===== config.mk =====
export PLATFORM = sky130hd
export DESIGN_NAME = rr_output_arbiter
export DESIGN_NICKNAME = d
export VERILOG_FILES = /design/src/rtl/rr_output_arbiter.sv
export SDC_FILE = /design/constraint.sdc
export NUM_CORES = 1
export LEC_CHECK = 0
export CORE_MARGIN = 2
export CORE_UTILIZATION = 26
export DETAILED_ROUTE_END_ITERATION = 10
export PLACE_DENSITY = 0.62
export SLEW_MARGIN = 20
export SYNTH_ARGS = -nofsm -noshare
export SYNTH_HDL_FRONTEND = slang
export SYNTH_SLANG_ARGS = --single-unit

===== constraint.sdc =====
create_clock -name clk -period 2.3 [get_ports clk]
set_input_delay 0.46 -clock clk [delete_from_list [all_inputs] [get_ports clk]]
set_output_delay 0.46 -clock clk [all_outputs]
set_load 0.03 [all_outputs]

===== src/rtl/rr_output_arbiter.sv =====
// rr_output_arbiter: wormhole round-robin arbiter for one router output port.
// Picks one of N_IN first-word-fall-through FIFOs, holds the grant until the
// tail flit (bit FLIT_W-1) is popped, and streams flits through a registered
// valid/ready stage.
// Optional build macro: ARB_TIMEOUT_EN adds a stall watchdog that releases a
// grant whose FIFO stays empty for TIMEOUT_CYC cycles and pulses err_timeout.
// Without it the grant is held indefinitely and err_timeout is always 0.
module rr_output_arbiter #(
  parameter int unsigned N_IN        = 4,
  parameter int unsigned FLIT_W      = 9,
  parameter int unsigned ID_W        = 2,
  parameter int unsigned TIMEOUT_CYC = 16
) (
  input  logic                     clk,
  input  logic                     rst,
  input  logic [N_IN-1:0]          fifo_empty,
  input  logic [N_IN*FLIT_W-1:0]   fifo_rdata,
  output logic [N_IN-1:0]          fifo_rinc,
  output logic                     out_valid,
  input  logic                     out_ready,
  output logic [FLIT_W-1:0]        out_data,
  output logic [ID_W-1:0]          grant_id,
  output logic                     busy,
  output logic                     err_timeout
);

  localparam logic [0:0] ST_IDLE = 1'b0;
  localparam logic [0:0] ST_BUSY = 1'b1;

  logic [0:0]        state;
  logic [0:0]        state_nxt;
  logic [ID_W-1:0]   rr_ptr;
  logic [ID_W-1:0]   rr_ptr_nxt;
  logic [ID_W-1:0]   grant_nxt;
  logic [ID_W-1:0]   pick_id;
  logic [ID_W-1:0]   gnt_inc;
  logic              pick_vld;
  logic [FLIT_W-1:0] head_flit;
  logic [FLIT_W-1:0] data_nxt;
  logic              gnt_empty;
  logic              load;
  logic              valid_nxt;
  logic              err_nxt;

`ifdef ARB_TIMEOUT_EN
  localparam int unsigned    CNT_W     = (TIMEOUT_CYC > 1) ? $clog2(TIMEOUT_CYC) : 1;
  localparam logic [CNT_W-1:0] STALL_MAX = CNT_W'(TIMEOUT_CYC - 1);

  logic [CNT_W-1:0] stall_cnt;
  logic [CNT_W-1:0] stall_nxt;
`endif

  // Head flit and empty flag of the currently granted FIFO
  always_comb begin
    head_flit = '0;
    gnt_empty = 1'b1;
    for (int unsigned i = 0; i < N_IN; i++) begin
      if (grant_id == ID_W'(i)) begin
        head_flit = fifo_rdata[i*FLIT_W +: FLIT_W];
        gnt_empty = fifo_empty[i];
      end
    end
  end

  // Round-robin search: first non-empty FIFO starting at rr_ptr
  always_comb begin
    int unsigned idx;
    idx      = 0;
    pick_vld = 1'b0;
    pick_id  = rr_ptr;
    for (int unsigned k = 0; k < N_IN; k++) begin
      idx = 32'(rr_ptr) + k;
      if (idx >= N_IN) idx = idx - N_IN;
      if (!pick_vld && !fifo_empty[idx]) begin
        pick_vld = 1'b1;
        pick_id  = ID_W'(idx);
      end
    end
  end

  // Pointer value that follows the current grant, wrapping at N_IN-1
  assign gnt_inc = (grant_id == ID_W'(N_IN - 1)) ? '0 : ID_W'(grant_id + ID_W'(1));

  // A flit moves from the granted FIFO into the output register
  assign load = (state == ST_BUSY) && !rst && !gnt_empty && (!out_valid || out_ready);

  // One-hot pop strobe, only toward the granted FIFO on a load
  always_comb begin
    fifo_rinc = '0;
    for (int unsigned i = 0; i < N_IN; i++) begin
      if (load && (grant_id == ID_W'(i))) fifo_rinc[i] = 1'b1;
    end
  end

  // Next-state and next-output decode
  always_comb begin
    state_nxt  = state;
    rr_ptr_nxt = rr_ptr;
    grant_nxt  = grant_id;
    valid_nxt  = out_valid;
    data_nxt   = out_data;
    err_nxt    = 1'b0;
`ifdef ARB_TIMEOUT_EN
    stall_nxt  = '0;
`endif

    if (out_valid && out_ready) valid_nxt = 1'b0;
    if (load) begin
      valid_nxt = 1'b1;
      data_nxt  = head_flit;
    end

    case (state)
      ST_IDLE: begin
        if (pick_vld) begin
          grant_nxt = pick_id;
          state_nxt = ST_BUSY;
        end
      end
      ST_BUSY: begin
        if (load) begin
          if (head_flit[FLIT_W-1]) begin
            state_nxt  = ST_IDLE;
            rr_ptr_nxt = gnt_inc;
          end
        end
`ifdef ARB_TIMEOUT_EN
        else if (gnt_empty) begin
          if (stall_cnt == STALL_MAX) begin
            state_nxt  = ST_IDLE;
            rr_ptr_nxt = gnt_inc;
            err_nxt    = 1'b1;
          end else begin
            stall_nxt = stall_cnt + CNT_W'(1);
          end
        end
`endif
      end
      default: state_nxt = ST_IDLE;
    endcase
  end

  // State, arbitration and output-stage registers
  always_ff @(posedge clk) begin
    if (rst) begin
      state       <= ST_IDLE;
      rr_ptr      <= '0;
      grant_id    <= '0;
      out_valid   <= 1'b0;
      out_data    <= '0;
      err_timeout <= 1'b0;
    end else begin
      state       <= state_nxt;
      rr_ptr      <= rr_ptr_nxt;
      grant_id    <= grant_nxt;
      out_valid   <= valid_nxt;
      out_data    <= data_nxt;
      err_timeout <= err_nxt;
    end
  end

`ifdef ARB_TIMEOUT_EN
  // Consecutive empty-while-granted cycle counter
  always_ff @(posedge clk) begin
    if (rst) stall_cnt <= '0;
    else     stall_cnt <= stall_nxt;
  end
`endif

  assign busy = (state == ST_BUSY);

endmodule

**After elaboration in Yosys (flattened, before gate mapping)**

Index checks and enable logic that the tools add are counted.

- Add/sub/neg operators: 8
- Magnitude comparators: 8
- Equal/unequal tests: 3
- Mux-type cells: 39
- Bitwise operators: 1
- Reductions and logical operators: 24

Operator list:

| operator | count |
|---|---|
| < comparator 32 x 3 -> 1 bit, second input constant | 4 |
| two-way mux 32 bit | 4 |
| two-way mux 9 bit | 4 |
| two-way mux 1 bit | 21 |
| subtractor 3 x 3 -> 4 bit, second input constant | 3 |
| logical AND 1 bit | 11 |
| two-way mux 2 bit | 5 |
| >= comparator 3 bit, second input constant | 3 |
| binary-select mux 1 bit (select 2 bit) | 4 |
| zero test 1 bit | 8 |
| adder 2 x 2 -> 3 bit, second input constant | 2 |
| == test 2 bit, second input constant | 2 |
| subtractor 2 x 3 -> 4 bit, second input constant | 1 |
| adder 2 x 1 -> 3 bit, second input constant | 1 |
| >= comparator 2 x 3 -> 1 bit, second input constant | 1 |
| AND reduction 3 bit | 1 |
| adder 2 x 1 -> 2 bit, second input constant | 1 |
| == test 2 x 1 -> 1 bit, second input constant | 1 |
| zero test 2 bit | 1 |
| case mux 1 bit (2 select lines) | 1 |
| AND reduction 2 bit | 1 |
| nonzero test 2 bit | 1 |
| logical OR 1 bit | 1 |
| inverter 1 bit | 1 |

- Flip-flop bits (word level): 15
- Bits of input ports: 43

**Depth between registers and ports, before layout**

Gate-level depths: netlist of run 1.

- Word-level depth: 16
- Gate-level depth with buffers: 7
- Mapped depth without buffers: 6

**Worst setup path before layout of run 1**

OpenSTA, ideal clock, no wires.

- Path kind: reg-to-output
- Start point: register grant_id[0]
- End point: output fifo_rinc[0]
- Arrival: 2.002 ns
- Data required time: 1.840 ns
- Slack: -0.162 ns
- Stages on the path, launching flop included: 8
- Buffers on the path: 1
- Cells stage by stage: dfxtp_1 inv_1 ha_1 nor3b_1 a2111o_1 and3_4 buf_6 and2_1

- Cells in the longest elaborated chain, start to end: 10

RTL lines:

| what | RTL line | source |
|---|---|---|
| start: declaration | 22 | `output logic [ID_W-1:0] grant_id,` |
| start signal: assignment | 155 | `grant_id <= grant_nxt;` |
| zero test 2 bit | 58, 91 |  |
| two-way mux 1 bit (4 in series) | 58 | `if (grant_id == ID_W'(i)) begin` |
| zero test 1 bit | 85 | `assign load = (state == ST_BUSY) && !rst && !gnt_empty && (!out_valid \|\| out_ready);` |
| logical AND 1 bit (2 in series) | 85 |  |
| logical AND 1 bit (*) | 91 | `if (load && (grant_id == ID_W'(i))) fifo_rinc[i] = 1'b1;` |
| two-way mux 1 bit (*) | 91 |  |
| end: declaration | 18 | `output logic [N_IN-1:0] fifo_rinc,` |

Mark *: on every way between the ends. The rest lies on a longest branch, timed or not.

**Final worst setup path of run 1**

- Start point: register grant_id[1]
- End point: output fifo_rinc[0]

Same word-level chain as after synthesis.

==> results of run 1 <==
[per-stage QoR]
step	setup slack, ns	total power, W	utilization	setup TNS [ns]	area, sq um
detailed placement	-0.198	0.000687	0.445	-0.519	1820
global placement	-0.147	0.000679	0.445	-0.335	1820
global route	-0.00491	0.000967	0.477	-0.00778	1950
CTS	0.000452	0.000909	0.467	0	1910
finish	0.0466	0.000915	0.477	0	1950
floorplan	0.0436	0.000516	-	0	1140
[routing by layer]
metal  global-route usage  vias up
met5                    0        -
met4               0.0470        0
met1                0.211      563
li1                     -      640
met3               0.0289        5
met2                0.221       52
[state kept, by name, indices dropped and copies added (netlist names)]
| signal | count |
|---|---|
| busy | 1 |
| grant_id | 2 |
| out_data | 9 |
| out_valid | 1 |
| rr_ptr | 2 |
[placed cells by master, fill, tap and decap left out, types with 2 or more instances in the layout]
cell | synthesis | final
a211o_1 | 8 | 8
a21oi_1 | 3 | 3
a221oi_1 | 9 | 9
a311oi_2 | 8 | 8
a31oi_1 | 9 | 9
and2_4 | 0 | 2
and3_1 | 2 | 2
buf_4 | 2 | 19
buf_6 | 1 | 3
clkbuf_8 | 0 | 3
clkdlybuf4s50_1 | 0 | 53
dfxtp_1 | 15 | 13
dfxtp_4 | 0 | 2
dlygate4sd2_1 | 0 | 2
ha_4 | 0 | 3
inv_1 | 14 | 12
inv_2 | 1 | 3
mux2_2 | 2 | 2
nand2_1 | 13 | 13
nand2b_1 | 4 | 4
nand3b_1 | 2 | 2
nor2_1 | 2 | 2
nor2b_1 | 5 | 5
o2111ai_1 | 2 | 2
o21ai_0 | 4 | 4
[critical path: stages, from the launching register on]
cell and delay (ns):
dfxtp_4 0.36, buf_4 0.14, ha_4 0.16, a2111o_1 0.40, and3_4 0.19, and2_4 0.16, buf_6 0.13
[cells by family after synthesis]
kind of cell	synth area share
multiplexers	0.0199
adder cells (fa/ha/maj)	0.0443
buffers and inverters	0.110
AO/OA/AOI/OAI	0.392
AND/OR/NAND/NOR	0.165
flip-flops	0.266
other	0.00332
[path summary, 6_finish.rpt]
path	startpoint	end	slack, ns	depth (start not counted)
worst max register to register	grant_id[0]$_SDFFE_PP0P_	out_data[4]$_SDFFE_PP0P_	0.26	7
worst max-delay path	grant_id[1]$_SDFFE_PP0P_	fifo_rinc[0]	0.05	6
worst min register to register	out_data[8]$_SDFFE_PP0P_	out_data[8]$_SDFFE_PP0P_	0.56	3
worst min-delay path	out_data[8]$_SDFFE_PP0P_	out_data[8]$_SDFFE_PP0P_	0.56	3
[power by group through the flow]
stage               Combinational [W]  Sequential [W]  Clock [W]
detailed placement           0.000383        0.000304          0
floorplan                    0.000179        0.000337          0
CTS                          0.000394        0.000298   0.000217
global placement             0.000375        0.000304          0
global route                 0.000434        0.000300   0.000233
finish                       0.000404        0.000298   0.000213
[what timing repair did]
| action | in CTS | in global routing |
|---|---|---|
| pin swaps | 1 | 3 |
| setup buffers | 3 | 1 |
| gates resized for setup | 8 | 10 |
| setup endpoints to repair | 2 | 2 |
[layout make-up]
class                   instances  share of cell area
clock buffers                   3              0.0212
clock inverters                 1             0.00257
inverters                      15              0.0289
multi-input cells              91               0.386
flip-flops and latches         15               0.158
well taps                      50              0.0321
repair buffers                 77               0.371
==> flow_summary.ini, run 1 <==
[run_status]
outcome = finished, final reports clean

[detailed_routing]
drc = 0
vias = 1260
antenna_left = 0
wl_met1_um = 1670
top_layer = met4
viasPerCell = 5.00
wl_um = 3650
drtIter0Drc = 37
wl_met3_um = 235
firstDrtPassIters = 4
met2_length_um = 1690
wl_per_cell_um = 14.5

[synth]
syn_avg_cell_area_sq_um = 8.49
synth_nets = 180
synth_common_cells = dfxtp_1, inv_1, nand2_1, a221oi_1, a31oi_1
syn_inst = 133
yosysUniqueCellTypes = 35
synth-edff-count = 0
synth_top_area_frac = 0.266
synth_warnings = 0
synthMostInstantiatedCell = dfxtp_1
synth.cell_area_sq_mm = 0.00113
async_flop_share = 0
ys_seq_elements = 15
yosysSeqAreaShare = 0.266
yosys-top-cells-area = dfxtp_1, a311oi_2, a221oi_1
synthFlopType = dfxtp_1
synth_largest_area_cell = dfxtp_1

[clock_network]
clockBufferDepth = 2
cts_made_buffers = 3
htreeDepth = 1
clock_latency_ns = 0.25
clock-root-buffer = clkbuf_8
cts_tree = yes
path_clk_slew_ns = 0.06
cts_sinks = 15
cts_hold_buffers = 0

[power]
clockPowerShare = 0.233
p_comb_frac = 0.441
p_seq_frac = 0.326
p_leak_nw = 0.758
power.switching_w = 0.000303
pwr_density_cell_mw_per_mm2 = 469
vdd_drop_max_v = 0.000158
p_sw_frac = 0.331
p_int_w = 0.000612

[place]
io_buffer_count = 59
numPlacedInstances = 244
place.gp.congestion = 0.871
place_hpwl_um = 2820

[layout]
seqCellArea_sq_um = 308
fillCellCount = 394
nets = 250
drive_above_1_share = 0.248
multi_input_area_sq_um = 753
antenna_cells = 0
stdcell_count = 252
syn_to_final_growth_pct = 72.6

[timing]
maxSlewViolCount = 0
fmaxAchievable_mhz = 444
hold_viol = 0
hold_ws_ns = 0.562
final.period_utilization = 0.980
setup_viol = 0
finClkSkew_ns = 0.00414
min_period_ns = 2.25

[global_route]
grt_usage = 0.148
grt_pass1_wl_um = 5950
globalRouteOverflowTotal = 0
antenna_found_initial = 0
grt_max_degree = 21
grt_pass1_vias = 1191

[min_path]
hold_path.class = register to register

[job]
maxCapViolCount = 0

[critical_path]
cp_max_fo = 4
cp_data_required_time_ns = 1.84
start_kind = register
worstPathArrival_ns = 1.79
path_class = register to output port
crit_path_end_kind = output port

[floorplan]
ioPinCount = 61
die_h_um = 69.9
core_area_sq_mm = 0.00409
rows = 23
die_w_um = 69.9
start_util = 0.276
dieArea_sq_mm = 0.00489
(Power assumes the default switching activity.)
==> run 2: changes to the inputs <==
CORE_UTILIZATION = 39   (was 26)
PLACE_DENSITY = 0.85   (was 0.62)
==> run 2 against run 1 <==
  * Utilization rose by 23 points
  * Sequential share of layout area is 0.061 points lower
  * Via count increased by 9.4%
  * Non-clock buffer count grew 3
  * Sequential power about the same
  * Power shrank 5.2%
  * Critical endpoint unchanged
==> flow_summary.ini, run 2 (synthesis results as in run 1) <==
[timing]
final.period_utilization = 0.991
fmaxAchievable_mhz = 439
hold_viol = 0
slew_headroom = 0.631
rsz0062_at_grt = yes
finClkSkew_ns = 0.00614
maxSlewViolCount = 0
tightest_slew_ns = 0.553
fin_setup_tns_ns = 0
setup_ws_ns = 0.0214
min_period_ns = 2.28
setup_viol = 0

[layout]
syn_to_final_growth_pct = 73.3
drive_above_1_share = 0.254
top_regs = out_data (9), grant_id (2), rr_ptr (2)
largest_reg_flops = 9
layout_commonest_cell = clkdlybuf4s50_1
antenna_cells = 0
nets = 253
final_cell_mix = clkdlybuf4s50_1, buf_4, nand2_1, dfxtp_1, inv_1
fillCellCount = 223
top_register = out_data

[floorplan]
ioPinCount = 61
die_w_um = 57.8
die_h_um = 57.8
start_util = 0.410
core_area_sq_mm = 0.00276
rows = 19
dieArea_sq_mm = 0.00334

[detailed_routing]
wl_per_cell_um = 16.5
drc = 0
wl_um = 3900
vias = 1378
drtIter0Drc = 92
firstDrtPassIters = 5
viasPerCell = 5.84
antenna_left = 0

[critical_path]
crit_end = fifo_rinc[0]
start_kind = register
reg2regPathDepth = 7
r2r_end = out_data[6]$_SDFFE_PP0P_
cp_data_required_time_ns = 1.84
path_class = register to output port
r2r_slack_ns = 0.18
crit_path_end_kind = output port
worstPathArrival_ns = 1.82
crit_path_start = grant_id[0]$_SDFFE_PP0P_
cp_max_fo = 5
r2r_start = grant_id[0]$_SDFFE_PP0P_

[global_route]
grt_usage = 0.231
antenna_found_initial = 0
grt_pass1_wl_um = 6060
grt_pass1_vias = 1405
grt_max_degree = 20
globalRouteOverflowTotal = 0

[clock_network]
cts_made_buffers = 3
clock_latency_ns = 0.28
cts_tree = yes
path_clk_slew_ns = 0.08
htreeDepth = 1
cts_hold_buffers = 0
clockBufferDepth = 2
clock-root-buffer = clkbuf_4
cts_sinks = 15

[place]
dpl_worst_slack_ns = -0.161
place_hpwl_um = 2820
io_buffer_count = 59
place.gp.congestion = 0.825

[power]
finalPower_w = 0.000867
pwr_density_cell_mw_per_mm2 = 443
vdd_drop_max_v = 0.000447
p_leak_nw = 0.771

[min_path]
hold_path.class = register to register

[job]
maxCapViolCount = 0

[run_status]
outcome = finished, final reports clean
[run 2: per-layer routing]
metal  track usage  vias to the layer above  routed length (um)
met3        0.0625                       16                 369
li1              -                      643                   -
met4        0.0764                        0                 114
met5             0                        -                   0
met1         0.240                      636                1400
met2         0.443                       83                2020
[run 2: worst min path at each step]
stage | cells after the start | slack (ns) | from | end
3_5_place_dp | 2 | 0.53 | grant_id[0]$_SDFFE_PP0P_ | grant_id[0]$_SDFFE_PP0P_
6_report | 3 | 0.56 | out_data[8]$_SDFFE_PP0P_ | out_data[8]$_SDFFE_PP0P_
4_1_cts | 3 | 0.56 | out_data[8]$_SDFFE_PP0P_ | out_data[8]$_SDFFE_PP0P_
2_1_floorplan | 2 | 0.49 | rr_ptr[1]$_SDFFE_PP0P_ | grant_id[1]$_SDFFE_PP0P_
3_3_place_gp | 2 | 0.51 | grant_id[0]$_SDFFE_PP0P_ | grant_id[0]$_SDFFE_PP0P_
5_1_grt | 3 | 0.59 | out_data[8]$_SDFFE_PP0P_ | out_data[8]$_SDFFE_PP0P_
[run 2: cell type report]
type                       instances  area [sq um]  share of cell area
multi-input combinational         91           763               0.390
timing repair buffer              80           763               0.390
sequential                        15           308               0.157
inverter                          15          58.8              0.0300
tap                               31          38.8              0.0198
clock buffer                       4          26.3              0.0134
[run 2: timing repair]
item	CTS	global route
endpoints found under the setup margin	4	4
gates resized for setup	10	11
pin swaps	1	2
buffers inserted	3	4
[run 2: stage by stage]
stage	hold slack, ns	cell area [sq um]	utilization	instances
2_1_floorplan	0.493	1140	-	133
3_3_place_gp	0.511	1810	0.655	225
3_5_place_dp	0.527	1810	0.655	225
4_1_cts	0.559	1880	0.683	232
5_1_grt	0.590	1960	0.710	236
6_report	0.556	1960	0.710	236
[run 2: power breakdown]
group,leakage [nW],internal (W),switching [W]
combinational,0.632,0.000218,0.000198
sequential,0.124,0.000281,0.0000192
clock,0.0150,0.0000674,0.0000834
total,0.771,0.000566,0.000300
[run 2: critical path, cell delays in order, from the launching register on]
cell	delay (ns)
dfxtp_4	0.36
buf_6	0.13
ha_4	0.16
a2111o_1	0.40
and3_4	0.19
and2_4	0.15
buf_6	0.13
